===== src/rtl/mem_access_pkg.sv =====
// mem_access_pkg: shared size/state types and RAM lane helpers for mem_access_unit
package mem_access_pkg;
  typedef enum logic [1:0] {SZ_BYTE = 2'b00, SZ_HALF = 2'b01, SZ_WORD = 2'b10, SZ_BAD = 2'b11} size_e;
  typedef enum logic [2:0] {IDLE, WRITE, RD_ISSUE, RD_WAIT, RESP} state_e;
  function automatic logic [3:0] byteena_for(size_e size, logic [1:0] lane);
    return size == SZ_BYTE ? 4'b0001 << lane :
           size == SZ_HALF ? (lane[1] ? 4'b1100 : 4'b0011) :
           size == SZ_WORD ? 4'b1111 : 4'b0000;
  endfunction
  function automatic logic [31:0] replicate_store(size_e size, logic [31:0] wdata);
    return size == SZ_BYTE ? {4{wdata[7:0]}} :
           size == SZ_HALF ? {2{wdata[15:0]}} : wdata;
  endfunction
  // Halfwords use only addr[1]; bytes use the full lane, little-endian.
  function automatic logic [31:0] extract_load(size_e size, logic [1:0] lane, logic sgn, logic [31:0] q);
    logic [31:0] sh;
    sh = q >> (size == SZ_HALF ? {lane[1], 4'b0000} : {lane, 3'b000});
    return size == SZ_BYTE ? {{24{sgn & sh[7]}}, sh[7:0]} :
           size == SZ_HALF ? {{16{sgn & sh[15]}}, sh[15:0]} : q;
  endfunction
  function automatic logic misaligned(size_e size, logic [1:0] lo);
    return size == SZ_BAD || (size == SZ_HALF && lo[0]) || (size == SZ_WORD && lo != 2'b00);
  endfunction
endpackage


===== src/rtl/mem_access_unit_lane_align.sv =====
// mem_lane_align: store lane/byteena generation and load lane extraction
module mem_lane_align
  import mem_access_pkg::*;
(
  input  size_e       size,
  input  logic [1:0]  lane,
  input  logic        sgn,
  input  logic [31:0] wdata,
  input  logic [31:0] q,
  output logic [3:0]  byteena,
  output logic [31:0] data,
  output logic [31:0] rdata
);
  assign byteena = byteena_for(size, lane);
  assign data    = replicate_store(size, wdata);
  assign rdata   = extract_load(size, lane, sgn, q);
endmodule


===== src/rtl/mem_access_unit.sv =====
// mem_access_unit: byte/half/word load-store initiator for the RAM32Bit dual-port word RAM
module mem_access_unit
  import mem_access_pkg::*;
#(
  parameter int ADDR_W       = 16,
  parameter int READ_LATENCY = 2
) (
  input  logic              clk,
  input  logic              rst,
  input  logic              req_valid,
  output logic              req_ready,
  input  logic              req_write,
  input  logic [1:0]        req_size,
  input  logic              req_signed,
  input  logic [31:0]       req_addr,
  input  logic [31:0]       req_wdata,
  output logic              resp_valid,
  output logic [31:0]       resp_rdata,
  output logic              resp_error,
  output logic [3:0]        ram_byteena,
  output logic [31:0]       ram_data,
  output logic [ADDR_W-1:0] ram_rdaddress,
  output logic              ram_rden,
  output logic [ADDR_W-1:0] ram_wraddress,
  output logic              ram_wren,
  input  logic [31:0]       ram_q
);
  localparam int CW = READ_LATENCY > 1 ? $clog2(READ_LATENCY) : 1;
  state_e state, state_d;
  logic [ADDR_W-1:0] addr_q;
  logic [1:0] lane_q;
  size_e size_q;
  logic sgn_q, err_q, bad;
  logic [31:0] wdata_q, rdata_q, st_data, ld_data;
  logic [3:0] st_be;
  logic [CW-1:0] cnt;
  assign bad = misaligned(size_e'(req_size), req_addr[1:0]) || (req_addr >> (ADDR_W + 2)) != 32'd0;
  mem_lane_align u_align (
    .size(size_q), .lane(lane_q), .sgn(sgn_q), .wdata(wdata_q), .q(ram_q),
    .byteena(st_be), .data(st_data), .rdata(ld_data)
  );
  always_comb begin
    state_d = state;
    case (state)
      IDLE:     if (req_valid) state_d = bad ? RESP : req_write ? WRITE : RD_ISSUE;
      WRITE:    state_d = IDLE;
      RD_ISSUE: state_d = RD_WAIT;
      RD_WAIT:  if (cnt == '0) state_d = RESP;
      RESP:     state_d = IDLE;
      default:  state_d = IDLE;
    endcase
  end
  always_ff @(posedge clk or posedge rst)
    if (rst) begin
      state   <= IDLE;
      addr_q  <= '0;
      lane_q  <= '0;
      size_q  <= SZ_BYTE;
      sgn_q   <= 1'b0;
      err_q   <= 1'b0;
      wdata_q <= '0;
      rdata_q <= '0;
      cnt     <= '0;
    end else begin
      state <= state_d;
      if (state == IDLE && req_valid) begin
        addr_q  <= req_addr[ADDR_W+1:2];
        lane_q  <= req_addr[1:0];
        size_q  <= size_e'(req_size);
        sgn_q   <= req_signed;
        wdata_q <= req_wdata;
        err_q   <= bad;
        rdata_q <= '0;
      end
      if (state == RD_ISSUE) cnt <= CW'(READ_LATENCY - 1);
      else if (state == RD_WAIT && cnt != '0) cnt <= cnt - CW'(1);
      if (state == RD_WAIT && cnt == '0) rdata_q <= ld_data;
    end
  assign req_ready     = state == IDLE;
  assign ram_wren      = state == WRITE;
  assign ram_rden      = state == RD_ISSUE;
  assign ram_wraddress = ram_wren ? addr_q : '0;
  assign ram_rdaddress = ram_rden ? addr_q : '0;
  assign ram_byteena   = ram_wren ? st_be : '0;
  assign ram_data      = ram_wren ? st_data : '0;
  assign resp_valid    = state == WRITE || state == RESP;
  assign resp_error    = state == RESP && err_q;
  assign resp_rdata    = resp_valid ? rdata_q : '0;
endmodule


===== config.mk =====
export PLATFORM = sky130hd
export DESIGN_NAME = mem_access_unit
export DESIGN_NICKNAME = d
export VERILOG_FILES = /design/src/rtl/mem_access_pkg.sv /design/src/rtl/mem_access_unit_lane_align.sv /design/src/rtl/mem_access_unit.sv
export SDC_FILE = /design/constraint.sdc
export NUM_CORES = 1
export LEC_CHECK = 0
export BUFFER_PORTS_ARGS = -buffer_cell sky130_fd_sc_hd__clkbuf_2
export CORE_ASPECT_RATIO = 0.7
export CORE_UTILIZATION = 44
export DETAILED_ROUTE_END_ITERATION = 7
export PLACE_DENSITY = 0.77
export REMOVE_ABC_BUFFERS = 1
export SKIP_LAST_GASP = 1
export SYNTH_ARGS = -nofsm -noshare
export SYNTH_HDL_FRONTEND = slang
export SYNTH_SLANG_ARGS = --single-unit

===== constraint.sdc =====
create_clock -name clk -period 2.6 [get_ports clk]
set_input_delay 0.39 -clock clk [delete_from_list [all_inputs] [get_ports clk]]
set_output_delay 0.39 -clock clk [all_outputs]
set_load 0.1 [all_outputs]

Word-level counts from Yosys, hierarchy flattened
Cells that the tools add are included.
W data, S select, Z words.
{"block": "word_totals", "register_bits": 90, "input_bits": 103, "output_inout_bits": 105, "wordCells": 66}
{"block": "classes", "addsub": 1, "n_eq_ne": 11, "shift": 2, "mux": 23, "bitwise": 3, "n_reduce_logical": 17}
{"op": "$mux W32", "count": 8}
{"op": "$mux W16", "count": 2}
{"op": "$reduce_bool A32 Y1", "count": 1}
{"op": "$shr A32 B5 Y16", "count": 1}
{"op": "$mux W4", "count": 6}
{"op": "$mux W3", "count": 3}
{"op": "$pmux W3 S3", "count": 1}
{"op": "$eq A2 B2 Y1 const B", "count": 3}
{"op": "$eq A3 B2 Y1 const B", "count": 2}
{"op": "$logic_and A1 B1 Y1", "count": 6}
{"op": "$reduce_bool A2 Y1", "count": 3}
{"op": "$eq A2 B1 Y1 const B", "count": 2}
{"op": "$logic_or A1 B1 Y1", "count": 4}
{"op": "$ne A2 B2 Y1 const B", "count": 2}
{"op": "$shl A1 B2 Y4 const A", "count": 1}
{"op": "$eq A3 B1 Y1 const B", "count": 1}
{"op": "$eq A3 B3 Y1 const B", "count": 1}
{"op": "$logic_not A3 Y1", "count": 1}
{"op": "$and A1 B1 Y1", "count": 2}
{"op": "$logic_not A2 Y1", "count": 1}
{"op": "$mux W1", "count": 2}
{"op": "$mux W2", "count": 1}
{"op": "$reduce_and A2 Y1", "count": 1}
{"op": "$not A1 Y1", "count": 1}
{"op": "$sub A1 B1 Y1 const B", "count": 1}

Depth between registers and ports, before layout
Gate-level depths: netlist (run 1).
{"block": "depth", "ltp_word": 8, "ltp_mapped": 7, "ltp_nobuf": 5}

Cells and area by module
Synthesis (run 1) repeated with hierarchy kept, for this count alone.
{"block": "hier_totals", "hier_cells": 582, "area_unflattened_um2": 5340.1}
{"mod": "mem_access_unit", "instances": 1, "cells_per_inst": 399, "area_per_inst_um2": 4209.0, "seq_area_each_um2": 2252.2}
{"mod": "mem_lane_align", "instances": 1, "cells_per_inst": 183, "area_per_inst_um2": 1131.1, "seq_area_each_um2": 0.0}

Least setup slack after synthesis (run 1)
Ideal clock, no wire load.
{"block": "synth_timing", "kind": "reg-to-reg", "startpoint": "register state[0]", "endpoint": "register addr_q[0]", "setup_ns": 0.117, "arrival_time_ns": 3.613, "required_ns": 2.483, "setup_slack_ns": -1.130, "stages_incl_launch_ff": 7, "path_buffers": 2, "period_less_slack_ns": 3.730, "path_cell_list": "dfrtp_1 clkbuf_1 nor3_1 nand2_1 clkbuf_1 nand2_1 nand2_1"}
{"block": "synth_between", "elab_chain_len": 2}
{"item": "start: declaration", "line": "mem_access_unit.sv:29", "source": "state_e state, state_d;"}
{"item": "start signal: assignment", "line": "mem_access_unit.sv:65", "source": "state <= state_d;"}
{"item": "$logic_not A3 Y1"}
{"item": "net req_ready", "line": "mem_access_unit.sv:11", "source": "output logic req_ready,"}
{"item": "$logic_and A1 B1 Y1", "line": "mem_access_unit.sv:66", "source": "if (state == IDLE && req_valid) begin"}
{"item": "end signal: assignment", "line": "mem_access_unit.sv:67", "source": "addr_q <= req_addr[ADDR_W+1:2];"}
{"item": "end: declaration", "line": "mem_access_unit.sv:30", "source": "logic [ADDR_W-1:0] addr_q;"}
The timed path passes the listed nets, and every way through them passes these cells.
A chain may end at the register's enable or synchronous reset.

Final worst setup path (run 1)
{"block": "layout_timing", "startpoint": "register state[0]", "endpoint": "output port ram_data[8]"}
{"block": "layout_between", "elab_chain_len": 2}
{"item": "$eq A3 B1 Y1", "line": "mem_access_unit.sv:80", "source": "assign ram_wren = state == WRITE;"}
{"item": "$mux W32", "line": "mem_access_unit.sv:85", "source": "assign ram_data = ram_wren ? st_data : '0;"}
{"item": "end: declaration", "line": "mem_access_unit.sv:21", "source": "output logic [31:0] ram_data,"}
No other way between the ends.

==> flow_metrics.env, run 1 <==
export IMPL_die_y_microns=91.8
export IMPL_p_int_mw=2.47
export IMPL_synth_largest_area_cell="dfrtp_1"
export IMPL_final_antenna_net_count=0
export IMPL_syn_area_per_cell_sq_um=8.41
export IMPL_gp_congestion=0.877
export IMPL_ys_flop_type="dfrtp_1"
export IMPL_cts_hold_buffers=0
export IMPL_antenna_cells=0
export IMPL_cts_root_buf="clkbuf_16"
export IMPL_power_frac_comb_pct=20.4
export IMPL_path_clk_slew_ps=60
export IMPL_dieArea_sq_um=12000
export IMPL_synth_distinct_cells=45
export IMPL_clk_latency_ps=340
export IMPL_final_hold_violation_count=0
export IMPL_start_util_pct=45.6
export IMPL_sw_frac_of_total_pct=30.2
export IMPL_synthToLayoutAreaGrowth_pct=59.5
export IMPL_rr_worst_depth=3
export IMPL_grt_max_degree=91
export IMPL_die_w_microns=130
export IMPL_yosysWarningCount=0
export IMPL_maxSlewViolCount=0
export IMPL_cap_viol_max_count=0
export IMPL_cts_buffers=9
export IMPL_reg2reg_from="state[0]"
export IMPL_p_clk_share_pct=34.0
export IMPL_coreArea_sq_um=11100
export IMPL_tightest_slew_ps=827
export IMPL_crit_path_start_kind="flop"
export IMPL_rows=32
export IMPL_yosys_top_cells_area="dfrtp_1, nand2_1, and2_1, mux2i_1, and3_1"
export IMPL_vias=5130
export IMPL_dp_slack_ps=422
export IMPL_ir_drop_uv=317
export IMPL_layout_drive_gt1_share_pct=33.0
export IMPL_fin_ws_ps=138
export IMPL_outcome="complete, no violations"
export IMPL_final_util_pct=72.7
export IMPL_dr_pass1_iters=5
export IMPL_synthArstFlopShare_pct=100
export IMPL_criticalPathCategory="reg2out"
export IMPL_drc=0
export IMPL_pwr_share_seq_pct=45.6
export IMPL_crit_path_end_kind="output pin"
export IMPL_cellLeakagePower_nw=3.99
export IMPL_antenna_found_initial=0
export IMPL_cts_resized=0
export IMPL_gr_total_overflow=0
export IMPL_cts_num_sinks=90
export IMPL_most_common_layout_cells="nand2_1, clkbuf_2, buf_12"
export IMPL_dpl_hpwl_microns=12000
export IMPL_io_buffers=207
export IMPL_hold_slack_ps=139
export IMPL_synth_top_area_share_pct=44.4
export IMPL_vias_per_cell=5.38
export IMPL_switching_power_mw=1.07
export IMPL_critPathRequiredTime_ps=2210
export IMPL_ios=208
export IMPL_final_common_cell="nand2_1"
export IMPL_relSlewSlack_pct=44.7
export IMPL_power_density_nw_per_um2=437
export IMPL_cp_arrival_ps=2070
export IMPL_groute_usage_overall_pct=28.5
export IMPL_syn_cell_area_sq_um=5070
export IMPL_nets=898
export IMPL_fmax_mhz=406
export IMPL_totalWireLength_microns=16300
export IMPL_cts_tree="yes"
export IMPL_drtIter0Drc=406
export IMPL_synth_cells=603
export IMPL_htree_levels=3
export IMPL_fin_crit_sh_pct=94.7
export IMPL_seq_area_frac_synth_pct=44.4
export IMPL_synth_seq_cells=90
export IMPL_wl_per_cell_microns=17.1
export IMPL_place_area_sq_um=7810
export IMPL_setup_viol=0
export IMPL_cts_max_path_buffers=2
export IMPL_fin_area_sq_um=8090
export IMPL_min_path_type="in2async"
export IMPL_r2r_slack_ps=350
export IMPL_power_mw=3.53
export IMPL_fin_skew_ps=7.38
export IMPL_grt_pass1_wl_microns=26100
export IMPL_worst_path_max_fanout=24
export IMPL_grt_pass1_vias=5123
export IMPL_grt_setup_unrepaired="false"
export IMPL_r2r_end="rdata_q[24]"
export IMPL_post_cts_buffers=0
export IMPL_synth_edf_count=0
export IMPL_finalCriticalPeriod_ps=2460
==> state kept, by name (all words and copies together) (netlist names) <==
signal,cells
size_q,2
cnt,1
addr_q,16
wdata_q,32
err_q,1
state,3
sgn_q,1
lane_q,2
rdata_q,32
==> worst max-delay path, cell delays in order (launching register included) <==
cell,delay (ps)
dfrtp_1,720
nand2_1,210
buf_4,270
a21oi_1,300
buf_12,220
==> logic make-up (layout without fill, tap and decap cells) <==
kind of cell | after synthesis | after routing | synth area share, %
flops | 90 | 90 | 44.4
buf+inv | 52 | 249 | 4.51
xor+xnor | 1 | 1 | 0.173
simple gates | 332 | 332 | 30.4
mux | 25 | 25 | 5.23
compound gates | 103 | 103 | 15.2
==> Yosys cell counts, types with 3 or more instances <==
cell	n
a22o_2	10
and2_1	48
mux2i_1	22
nand3_1	5
inv_1	6
clkbuf_1	31
a21o_1	5
a2bb2oi_1	7
nor3_1	3
nor2_1	39
nand2b_1	19
and3_1	24
a22o_1	15
buf_6	3
o22ai_1	9
nand2_1	183
buf_2	9
dfrtp_1	90
a21oi_1	27
a211o_1	4
o21ai_0	13
==> power groups by stage <==
stage | clock (mW) | combinational (mW) | sequential [mW]
floorplan | 0 | 0.406 | 1.65
global placement | 0 | 0.682 | 1.63
detailed placement | 0 | 0.712 | 1.63
CTS | 1.24 | 0.717 | 1.61
global route | 1.29 | 0.794 | 1.63
finish | 1.20 | 0.720 | 1.61
==> area by class of cell <==
type / count / area (sq um)
fill: 822 / 3040
timing repair buffer: 226 / 2740
sequential: 90 / 2250
tap: 153 / 191
clock inverter: 3 / 23.8
inverter: 7 / 27.5
clock buffer: 13 / 250
multi-input combinational: 461 / 2600
==> routing by layer <==
| layer | GRT usage [%] | part of all wire, % | vias to the layer above |
|---|---|---|---|
| li1 | - | - | 2407 |
| met1 | 38.0 | 43 | 2477 |
| met2 | 46.9 | 49 | 213 |
| met4 | 9.11 | 2.3 | 0 |
| met3 | 5.25 | 5.9 | 33 |
| met5 | 0 | 0 | - |
==> how the worst max path moves through the flow <==
stage | start | endpoint | cells after the start | slack [ps]
global route | state[0] | ram_data[10] | 4 | 20
floorplan | state[0] | rdata_q[7] | 4 | -2380
finish | state[0] | ram_data[8] | 4 | 140
CTS | state[0] | resp_rdata[4] | 5 | 160
detailed placement | state[0] | rdata_q[17] | 3 | 420
global placement | state[0] | rdata_q[19] | 3 | 560
==> through the flow <==
step / instances / setup TNS [ps]
6_report: 953 / 0
5_1_grt: 953 / 0
4_1_cts: 953 / 0
3_5_place_dp: 937 / 0
3_3_place_gp: 937 / 0
2_1_floorplan: 558 / -284990
Power figures use the tool's default switching activity.
==> inputs of run 2 (changes only) <==
- CORE_UTILIZATION: 44 -> 35
- PLACE_DENSITY: 0.77 -> not set
- SKIP_LAST_GASP: 1 -> not set
==> run 2 against run 1 <==
  * Clock power is essentially flat
  * Total power shrank 0.18%
  * Highest routed layer unchanged
  * Die area grew 25%
  * Sequential share of layout area shrank 0.20 points
  * Global-route usage shrank 6.2 points
  * Sequential power is essentially flat
  * Wire length shrank 0.63%
  * Clock skew grew 0.80 ps
  * Largest cell class unchanged
  * Utilization shrank 15 points
  * Critical endpoint is now ram_byteena[3]
==> flow_metrics.env, run 2 (synthesis gave the netlist of run 1 again) <==
export IMPL_outcome="complete, no violations"
export IMPL_fin_skew_ps=8.17
export IMPL_die_y_microns=103
export IMPL_largest_registers="rdata_q: 32 flops, wdata_q: 32 flops, addr_q: 16 flops"
export IMPL_start_util_pct=36.2
export IMPL_fin_crit_sh_pct=93.4
export IMPL_cp_num_buf_inv=3
export IMPL_fin_area_sq_um=8150
export IMPL_gp_congestion=0.888
export IMPL_cts_num_sinks=90
export IMPL_place_area_sq_um=7870
export IMPL_rows=36
export IMPL_cellLeakagePower_nw=4.01
export IMPL_ios=208
export IMPL_post_cts_buffers=0
export IMPL_gr_total_overflow=0
export IMPL_groute_usage_overall_pct=22.4
export IMPL_dieArea_sq_um=15000
export IMPL_worst_path_max_fanout=15
export IMPL_cts_resized=0
export IMPL_crit_path_start_kind="flop"
export IMPL_io_buffers=207
export IMPL_tightest_slew_ps=767
export IMPL_coreArea_sq_um=14000
export IMPL_ff_latch_area_sq_um=2250
export IMPL_power_density_nw_per_um2=433
export IMPL_relSlewSlack_pct=48.7
export IMPL_grt_setup_unrepaired="false"
export IMPL_cts_root_buf="clkbuf_16"
export IMPL_grt_pass1_vias=5117
export IMPL_path_delay_family="buffers and inverters"
export IMPL_cp_arrival_ps=2040
export IMPL_setup_viol=0
export IMPL_cap_viol_max_count=0
export IMPL_cts_hold_buffers=0
export IMPL_totalWireLength_microns=16200
export IMPL_ir_drop_uv=299
export IMPL_min_path_type="in2async"
export IMPL_most_common_layout_cells="nand2_1, clkbuf_2, buf_12"
export IMPL_multiInputGateArea_sq_um=2610
export IMPL_dpl_hpwl_microns=12300
export IMPL_drc=0
export IMPL_synthToLayoutAreaGrowth_pct=60.6
export IMPL_vias=5006
export IMPL_die_w_microns=146
export IMPL_path_cells="buf_4 -> clkinv_1 -> a21oi_1 -> buf_12"
export IMPL_grt_max_degree=53
export IMPL_criticalPathCategory="reg2out"
export IMPL_wl_per_cell_microns=16.3
export IMPL_layout_drive_gt1_share_pct=33.5
export IMPL_slowest_stage="dfrtp_2"
export IMPL_cp_slowest_stage_delay_ps=540
export IMPL_clk_latency_ps=340
export IMPL_fmax_mhz=412
export IMPL_cts_max_path_buffers=2
export IMPL_antenna_found_initial=0
export IMPL_cts_tree="yes"
export IMPL_dr_pass1_iters=4
export IMPL_cts_buffers=9
export IMPL_final_common_cell="nand2_1"
export IMPL_finalCriticalPeriod_ps=2430
export IMPL_vias_per_cell=5.05
export IMPL_nFillCells=1222
export IMPL_path_clk_slew_ps=60
export IMPL_drtIter0Drc=271
export IMPL_htree_levels=3
export IMPL_final_hold_violation_count=0
export IMPL_final_antenna_net_count=0
export IMPL_antenna_cells=0
export IMPL_fin_tns_setup_ps=0
export IMPL_critPathRequiredTime_ps=2210
export IMPL_nets=901
export IMPL_crit_path_end_kind="output pin"
export IMPL_grt_pass1_wl_microns=26200
export IMPL_maxSlewViolCount=0
## run 2: cell count changes in the layout (fill, tap and decap cells not counted), moves of 2 or more
cell	before	now
clkinvlp_4	2	0
buf_4	18	22
clkbuf_1	3	1
clkinv_2	1	3
## run 2: final timing paths
kind | start | to | slack (ps) | cells past startpoint
setup reg to reg | state[0] | rdata_q[24] | 460 | 3
max in group asynchronous | rst | wdata_q[8] | 1740 | 3
hold / removal | rst | rdata_q[23] | 130 | 2
min in group clk | req_wdata[1] | wdata_q[1] | 240 | 3
setup / recovery | size_q[1] | ram_byteena[3] | 170 | 4
hold reg to reg | rdata_q[1] | rdata_q[1] | 480 | 2
## run 2: worst register-to-register path: cells and delay by family, from the launching register on
kind            cells  cell delay [ps]
compound gates      2              890
simple gates        1              500
flops               1              680
## run 2: report_power, final
part	total, mW	internal [mW]	switching, mW	leakage, nW
clock network	1.20	0.690	0.514	0.138
registers	1.61	1.51	0.0985	1.16
logic	0.714	0.277	0.437	2.71
## run 2: per-layer routing
| metal | global-route usage, % | vias up | routed length, microns |
|---|---|---|---|
| met2 | 36.5 | 178 | 7620 |
| met3 | 5.40 | 25 | 1090 |
| met1 | 29.6 | 2394 | 7130 |
| met4 | 7.04 | 0 | 333 |
| li1 | - | 2409 | - |
| met5 | 0 | - | 0 |
## run 2: final cells by class
cell class | instances | share of cell area, %
repair buffers | 229 | 33.7
multi-input cells | 461 | 32.0
flip-flops and latches | 90 | 27.7
clock buffers | 12 | 3.15
well taps | 190 | 2.92
inverters | 7 | 0.353
clock inverters | 3 | 0.184
## run 2: through the flow
stage / hold slack (ps) / instances / setup slack, ps / utilization, % / power, mW
finish: 125 / 992 / 172 / 58.1 / 3.53
global route: 192 / 992 / 58.9 / 58.1 / 3.73
CTS: 157 / 992 / 166 / 58.1 / 3.57
detailed placement: 466 / 977 / 504 / 56.2 / 2.35
global placement: 460 / 977 / 553 / 56.2 / 2.32
floorplan: 435 / 558 / -2380 / - / 2.05
